$ cat src/rtl/branch_resolve_predict.sv
// Branch unit for the MIPS pipeline.
// Resolves branch direction in a registered stage, predicts direction at fetch
// from a direct-mapped table of 2-bit saturating counters, and keeps
// branch / misprediction statistics.
module branch_resolve_predict #(
    parameter int         DATA_W   = 32,
    parameter int         PC_W     = 32,
    parameter int         IDX_W    = 6,
    parameter logic [1:0] CNT_INIT = 2'b01,
    parameter int         STAT_W   = 32
) (
    input  logic              clk,
    input  logic              rst_n,
    input  logic [PC_W-1:0]   pred_pc,
    output logic              pred_taken,
    input  logic              res_valid,
    input  logic [PC_W-1:0]   res_pc,
    input  logic [2:0]        res_op,
    input  logic [DATA_W-1:0] res_rs,
    input  logic [DATA_W-1:0] res_rt,
    input  logic              res_pred,
    output logic              out_valid,
    output logic              out_taken,
    output logic              out_mispredict,
    input  logic              clr_stats,
    output logic [STAT_W-1:0] stat_branches,
    output logic [STAT_W-1:0] stat_mispredicts
);

    localparam int DEPTH = 1 << IDX_W;
    localparam logic [STAT_W-1:0] STAT_ONE = STAT_W'(1);
    localparam logic [STAT_W-1:0] STAT_MAX = '1;

    logic [1:0]       counters [DEPTH];
    logic [IDX_W-1:0] pred_idx;
    logic [IDX_W-1:0] res_idx;
    logic             is_branch;
    logic             taken;
    logic             mispredict;
    logic             rs_neg;
    logic             rs_zero;
    logic             unused_pc_bits;

    // Word-aligned PCs: the two low bits never select an entry; no tags kept.
    assign pred_idx = pred_pc[IDX_W+1:2];
    assign res_idx  = res_pc[IDX_W+1:2];
    assign unused_pc_bits = ^{pred_pc[PC_W-1:IDX_W+2], pred_pc[1:0],
                              res_pc[PC_W-1:IDX_W+2], res_pc[1:0]};

    // Prediction reads the table before any same-cycle update (no bypass).
    assign pred_taken = counters[pred_idx][1];

    // Op 7 is a no-branch: it still produces an output pulse but touches nothing else.
    assign is_branch  = res_valid && (res_op != 3'd7);
    assign rs_neg     = res_rs[DATA_W-1];
    assign rs_zero    = (res_rs == '0);
    assign mispredict = taken ^ res_pred;

    // Evaluate the actual branch direction from the signed operand tests.
    always_comb begin
        taken = 1'b0;
        case (res_op)
            3'd0:    taken = (res_rs == res_rt);
            3'd1:    taken = (res_rs != res_rt);
            3'd2:    taken = rs_neg || rs_zero;
            3'd3:    taken = !rs_neg && !rs_zero;
            3'd4:    taken = rs_neg;
            3'd5:    taken = !rs_neg;
            3'd6:    taken = 1'b1;
            default: taken = 1'b0;
        endcase
    end

    // Train the indexed 2-bit counter toward the resolved direction, saturating at both ends.
    always_ff @(posedge clk or negedge rst_n) begin
        if (!rst_n) begin
            for (int i = 0; i < DEPTH; i++) begin
                counters[i] <= CNT_INIT;
            end
        end else if (is_branch) begin
            if (taken) begin
                if (counters[res_idx] != 2'b11) begin
                    counters[res_idx] <= counters[res_idx] + 2'd1;
                end
            end else begin
                if (counters[res_idx] != 2'b00) begin
                    counters[res_idx] <= counters[res_idx] - 2'd1;
                end
            end
        end
    end

    // Register the resolve result one cycle after the request; outputs idle at zero otherwise.
    always_ff @(posedge clk or negedge rst_n) begin
        if (!rst_n) begin
            out_valid      <= 1'b0;
            out_taken      <= 1'b0;
            out_mispredict <= 1'b0;
        end else begin
            out_valid      <= res_valid;
            out_taken      <= is_branch && taken;
            out_mispredict <= is_branch && mispredict;
        end
    end

    // Count real branches and their mispredictions; clear wins, counts stick at all-ones.
    always_ff @(posedge clk or negedge rst_n) begin
        if (!rst_n) begin
            stat_branches    <= '0;
            stat_mispredicts <= '0;
        end else if (clr_stats) begin
            stat_branches    <= '0;
            stat_mispredicts <= '0;
        end else if (is_branch) begin
            if (stat_branches != STAT_MAX) begin
                stat_branches <= stat_branches + STAT_ONE;
            end
            if (mispredict && (stat_mispredicts != STAT_MAX)) begin
                stat_mispredicts <= stat_mispredicts + STAT_ONE;
            end
        end
    end

endmodule
$ cat config.mk
export PLATFORM = sky130hd
export DESIGN_NAME = branch_resolve_predict
export DESIGN_NICKNAME = d
export VERILOG_FILES = /design/src/rtl/branch_resolve_predict.sv
export SDC_FILE = /design/constraint.sdc
export NUM_CORES = 1
export LEC_CHECK = 0
export CORE_MARGIN = 2
export CORE_UTILIZATION = 35
export DETAILED_ROUTE_END_ITERATION = 7
export GPL_ROUTABILITY_DRIVEN = 0
export PLACE_DENSITY = 0.6
export SYNTH_ARGS = -nofsm -noshare
export SYNTH_HDL_FRONTEND = slang
export SYNTH_SLANG_ARGS = --single-unit
$ cat constraint.sdc
create_clock -name clk -period 3.27 [get_ports clk]
set_input_delay 0.327 -clock clk [delete_from_list [all_inputs] [get_ports clk]]
set_output_delay 0.327 -clock clk [all_outputs]
set_load 0.1 [all_outputs]
==> flow_summary.yaml <==
final_layout:
  area_growth_pct: 35.0
  drive_gt1_share_pct: 32.3
  nets: 1404
  design_area_sq_um: 14800
  layout.cells.most_common_list: "clkdlybuf4s50_1 (140), buf_4 (135), dfrtp_1 (131), nand2_1 (83), nor2_1 (70)"
  fin_cells: 1673
  mostFrequentLayoutCell: "clkdlybuf4s50_1"
  antenna_cells: 0
run_status:
  status: "finished, final reports clean"
route:
  detail_route.wl_per_cell_um: 20.8
  drtAntennaViolNets: 0
  firstDrtPassIters: 6
  viasPerCell: 5.68
  drc: 0
  vias: 9502
  drt-initial-drc-count: 662
  wirelength_mm: 34.8
die:
  core_sq_um: 30700
  num_rows: 64
  io_pins: 204
  die_h_um: 181
  start_util_pct: 35.7
  die-width_um: 181
  dieArea_sq_um: 32700
yosys:
  synth_flop_cell: "dfrtp_1"
  syn_nets: 1141
  ys_seq_area_share_pct: 45.4
  ys_warn_count: 0
  ys_ff_latch: 195
  synthDistinctLibCells: 63
  avgSynthCellArea_sq_um: 10.9
  synthArstFlopShare_pct: 100
  netlist_area_sq_um: 10900
  synthCells: 1001
  synth_edf_count: 0
clock_tree:
  cts_tree: "built"
  root_buffer: "clkbuf_16"
  cts-buffers-inserted: 17
  clk-insertion-delay-late_ns: 0.45
  cts.clk_slew.worst_paths_ns: 0.08
  clock-sinks: 195
  htreeDepth: 4
  cts_max_path_buffers: 2
sta:
  finalMaxSlewViolations: 0
  finalCriticalPeriod_ns: 3.21
  finalHoldViolations: 0
  finalSetupTns_ns: 0
  holdWs_ns: 0.401
  max_freq_mhz: 312
  worst_clock_skew_ns: 0.0167
  relSlewSlack_pct: 27.8
  min_period_over_period_pct: 98.2
  worst_pin_slew_ns: 1.07
  finalSetupViolCount: 0
place:
  io_buffer_count: 151
  post-dp-hpwl_mm: 24.7
  placed_area_sq_um: 13800
  placed_cells: 1621
setup_path:
  cp-start-kind: "primary input"
  endpoint_kind: "flip-flop"
  path_max_fanout: 8
  critPathRequiredTime_ns: 3.64
  critPathArrivalTime_ns: 3.58
  path_class: "in2reg"
global_routing:
  grt_max_degree: 83
  grt.overflow.total: 0
  grt_usage_pct: 21.6
  grt_antenna_before_repair: 1
  grt_pass1_vias: 9827
  grt_pass1_wl_mm: 55.4
power:
  power.density_nw_per_um2: 444
  ir_drop_mv: 0.381
  p_leak_nw: 6.02
hold_path:
  hp-class: "in2reg"
flow_run:
  cap_viol_max_count: 0
[metrics by stage]
stage / power (mW) / utilization [%] / setup slack, ns
after floorplan: 3.72 / - / -0.0172
after global placement: 4.36 / 44.9 / -0.861
after detailed placement: 4.38 / 44.9 / -0.930
after CTS: 6.60 / 47.9 / 0.0588
after global routing: 6.84 / 48.1 / -0.0140
final: 6.56 / 48.1 / 0.0602
[Yosys cell counts (3+ instances only)]
| cell type | instances | share of area, % |
|---|---|---|
| nand2_1 | 97 | 3.3 |
| or4_4 | 3 | 0.31 |
| a32o_1 | 64 | 5.9 |
| nor3b_1 | 5 | 0.34 |
| mux4_2 | 21 | 4.3 |
| buf_4 | 3 | 0.21 |
| mux2_2 | 64 | 6.6 |
| xor2_1 | 49 | 3.9 |
| a21o_1 | 4 | 0.27 |
| buf_6 | 11 | 1.1 |
| mux2i_4 | 8 | 1.6 |
| and3_1 | 17 | 0.97 |
| a31o_2 | 3 | 0.24 |
| o21ai_0 | 13 | 0.59 |
| inv_1 | 20 | 0.69 |
| nor3_1 | 8 | 0.37 |
| and2_1 | 8 | 0.46 |
| nand2b_1 | 18 | 1.0 |
| nor2_1 | 71 | 2.4 |
| ha_1 | 4 | 0.46 |
| and3b_1 | 3 | 0.24 |
| or3_1 | 16 | 0.92 |
| o22ai_1 | 32 | 1.8 |
| nand3_1 | 19 | 0.87 |
| dfstp_2 | 64 | 15 |
| xnor2_1 | 10 | 0.80 |
| buf_1 | 4 | 0.14 |
| nor4_1 | 21 | 1.2 |
| nand4_1 | 33 | 1.9 |
| a21oi_1 | 18 | 0.82 |
| and4_1 | 7 | 0.56 |
| mux2_1 | 14 | 1.4 |
| a22oi_1 | 32 | 2.2 |
| a22o_1 | 4 | 0.32 |
| nor2b_1 | 14 | 0.80 |
| o41ai_1 | 8 | 0.64 |
| buf_2 | 9 | 0.41 |
| clkbuf_1 | 34 | 1.2 |
| dfrtp_1 | 131 | 30 |
[final timing paths]
path,from,endpoint,slack [ns],depth (start not counted)
min,clr_stats,stat_branches[14],0.40,4
min in group asynchronous,rst_n,counters[101],0.45,2
min reg2reg,counters[73],counters[73],0.53,1
max,res_pc[2],flip-flop,0.06,16
max reg2reg,flip-flop,flip-flop,0.19,11
max in group asynchronous,rst_n,asynchronous set/reset pin,1.91,3
[cell families after synthesis]
logic type	share of synthesized area, %
XOR/XNOR	4.73
buffers and inverters	3.74
adder cells (fa/ha/maj)	0.458
AO/OA/AOI/OAI	14.2
flip-flops	45.4
multiplexers	14.2
AND/OR/NAND/NOR	17.3
[layout make-up]
cell class / count / area [sq um]
Clock buffer: 18 / 439
Clock inverter: 14 / 143
Fill cell: 2832 / 15900
Inverter: 20 / 75.1
Multi-Input combinational cell: 725 / 5790
Sequential cell: 195 / 4960
Tap cell: 396 / 495
Timing Repair Buffer: 305 / 2860
[repair_timing]
action                                  in CTS  in global routing
cloned                                       2                  0
hold endpoints to repair                    55                  0
gates resized for setup                     44                 14
hold buffers                                 1                  0
buffers inserted                            14                  3
pin swaps                                   11                  4
endpoints found under the setup margin     128                120
[routing by layer]
| metal | vias to the layer above | GRT usage [%] | part of all wire, % |
|---|---|---|---|
| met2 | 384 | 33.9 | 46 |
| li1 | 4328 | - | - |
| met1 | 4702 | 28.7 | 43 |
| met5 | - | 0 | 0.037 |
| met3 | 86 | 5.42 | 7.2 |
| met4 | 2 | 8.23 | 3.5 |
[critical path, cell delays in order]
cell	delay (ns)
dlygate4sd2_1	0.26
buf_6	0.13
nor3_1	0.86
a22oi_1	0.22
nand4_1	0.15
a22o_1	0.21
nor4_4	0.07
buf_4	0.13
inv_1	0.09
ha_4	0.20
buf_4	0.13
nand2b_1	0.14
mux2i_4	0.09
buf_12	0.14
nand2_1	0.09
mux2_2	0.34
[report_power, final]
group	switching (mW)	total, mW	internal (mW)
Combinational	0.699	1.43	0.728
Sequential	0.231	2.99	2.76
Clock	1.04	2.14	1.10
Total	1.97	6.56	4.59
(Power assumes the default switching activity.)
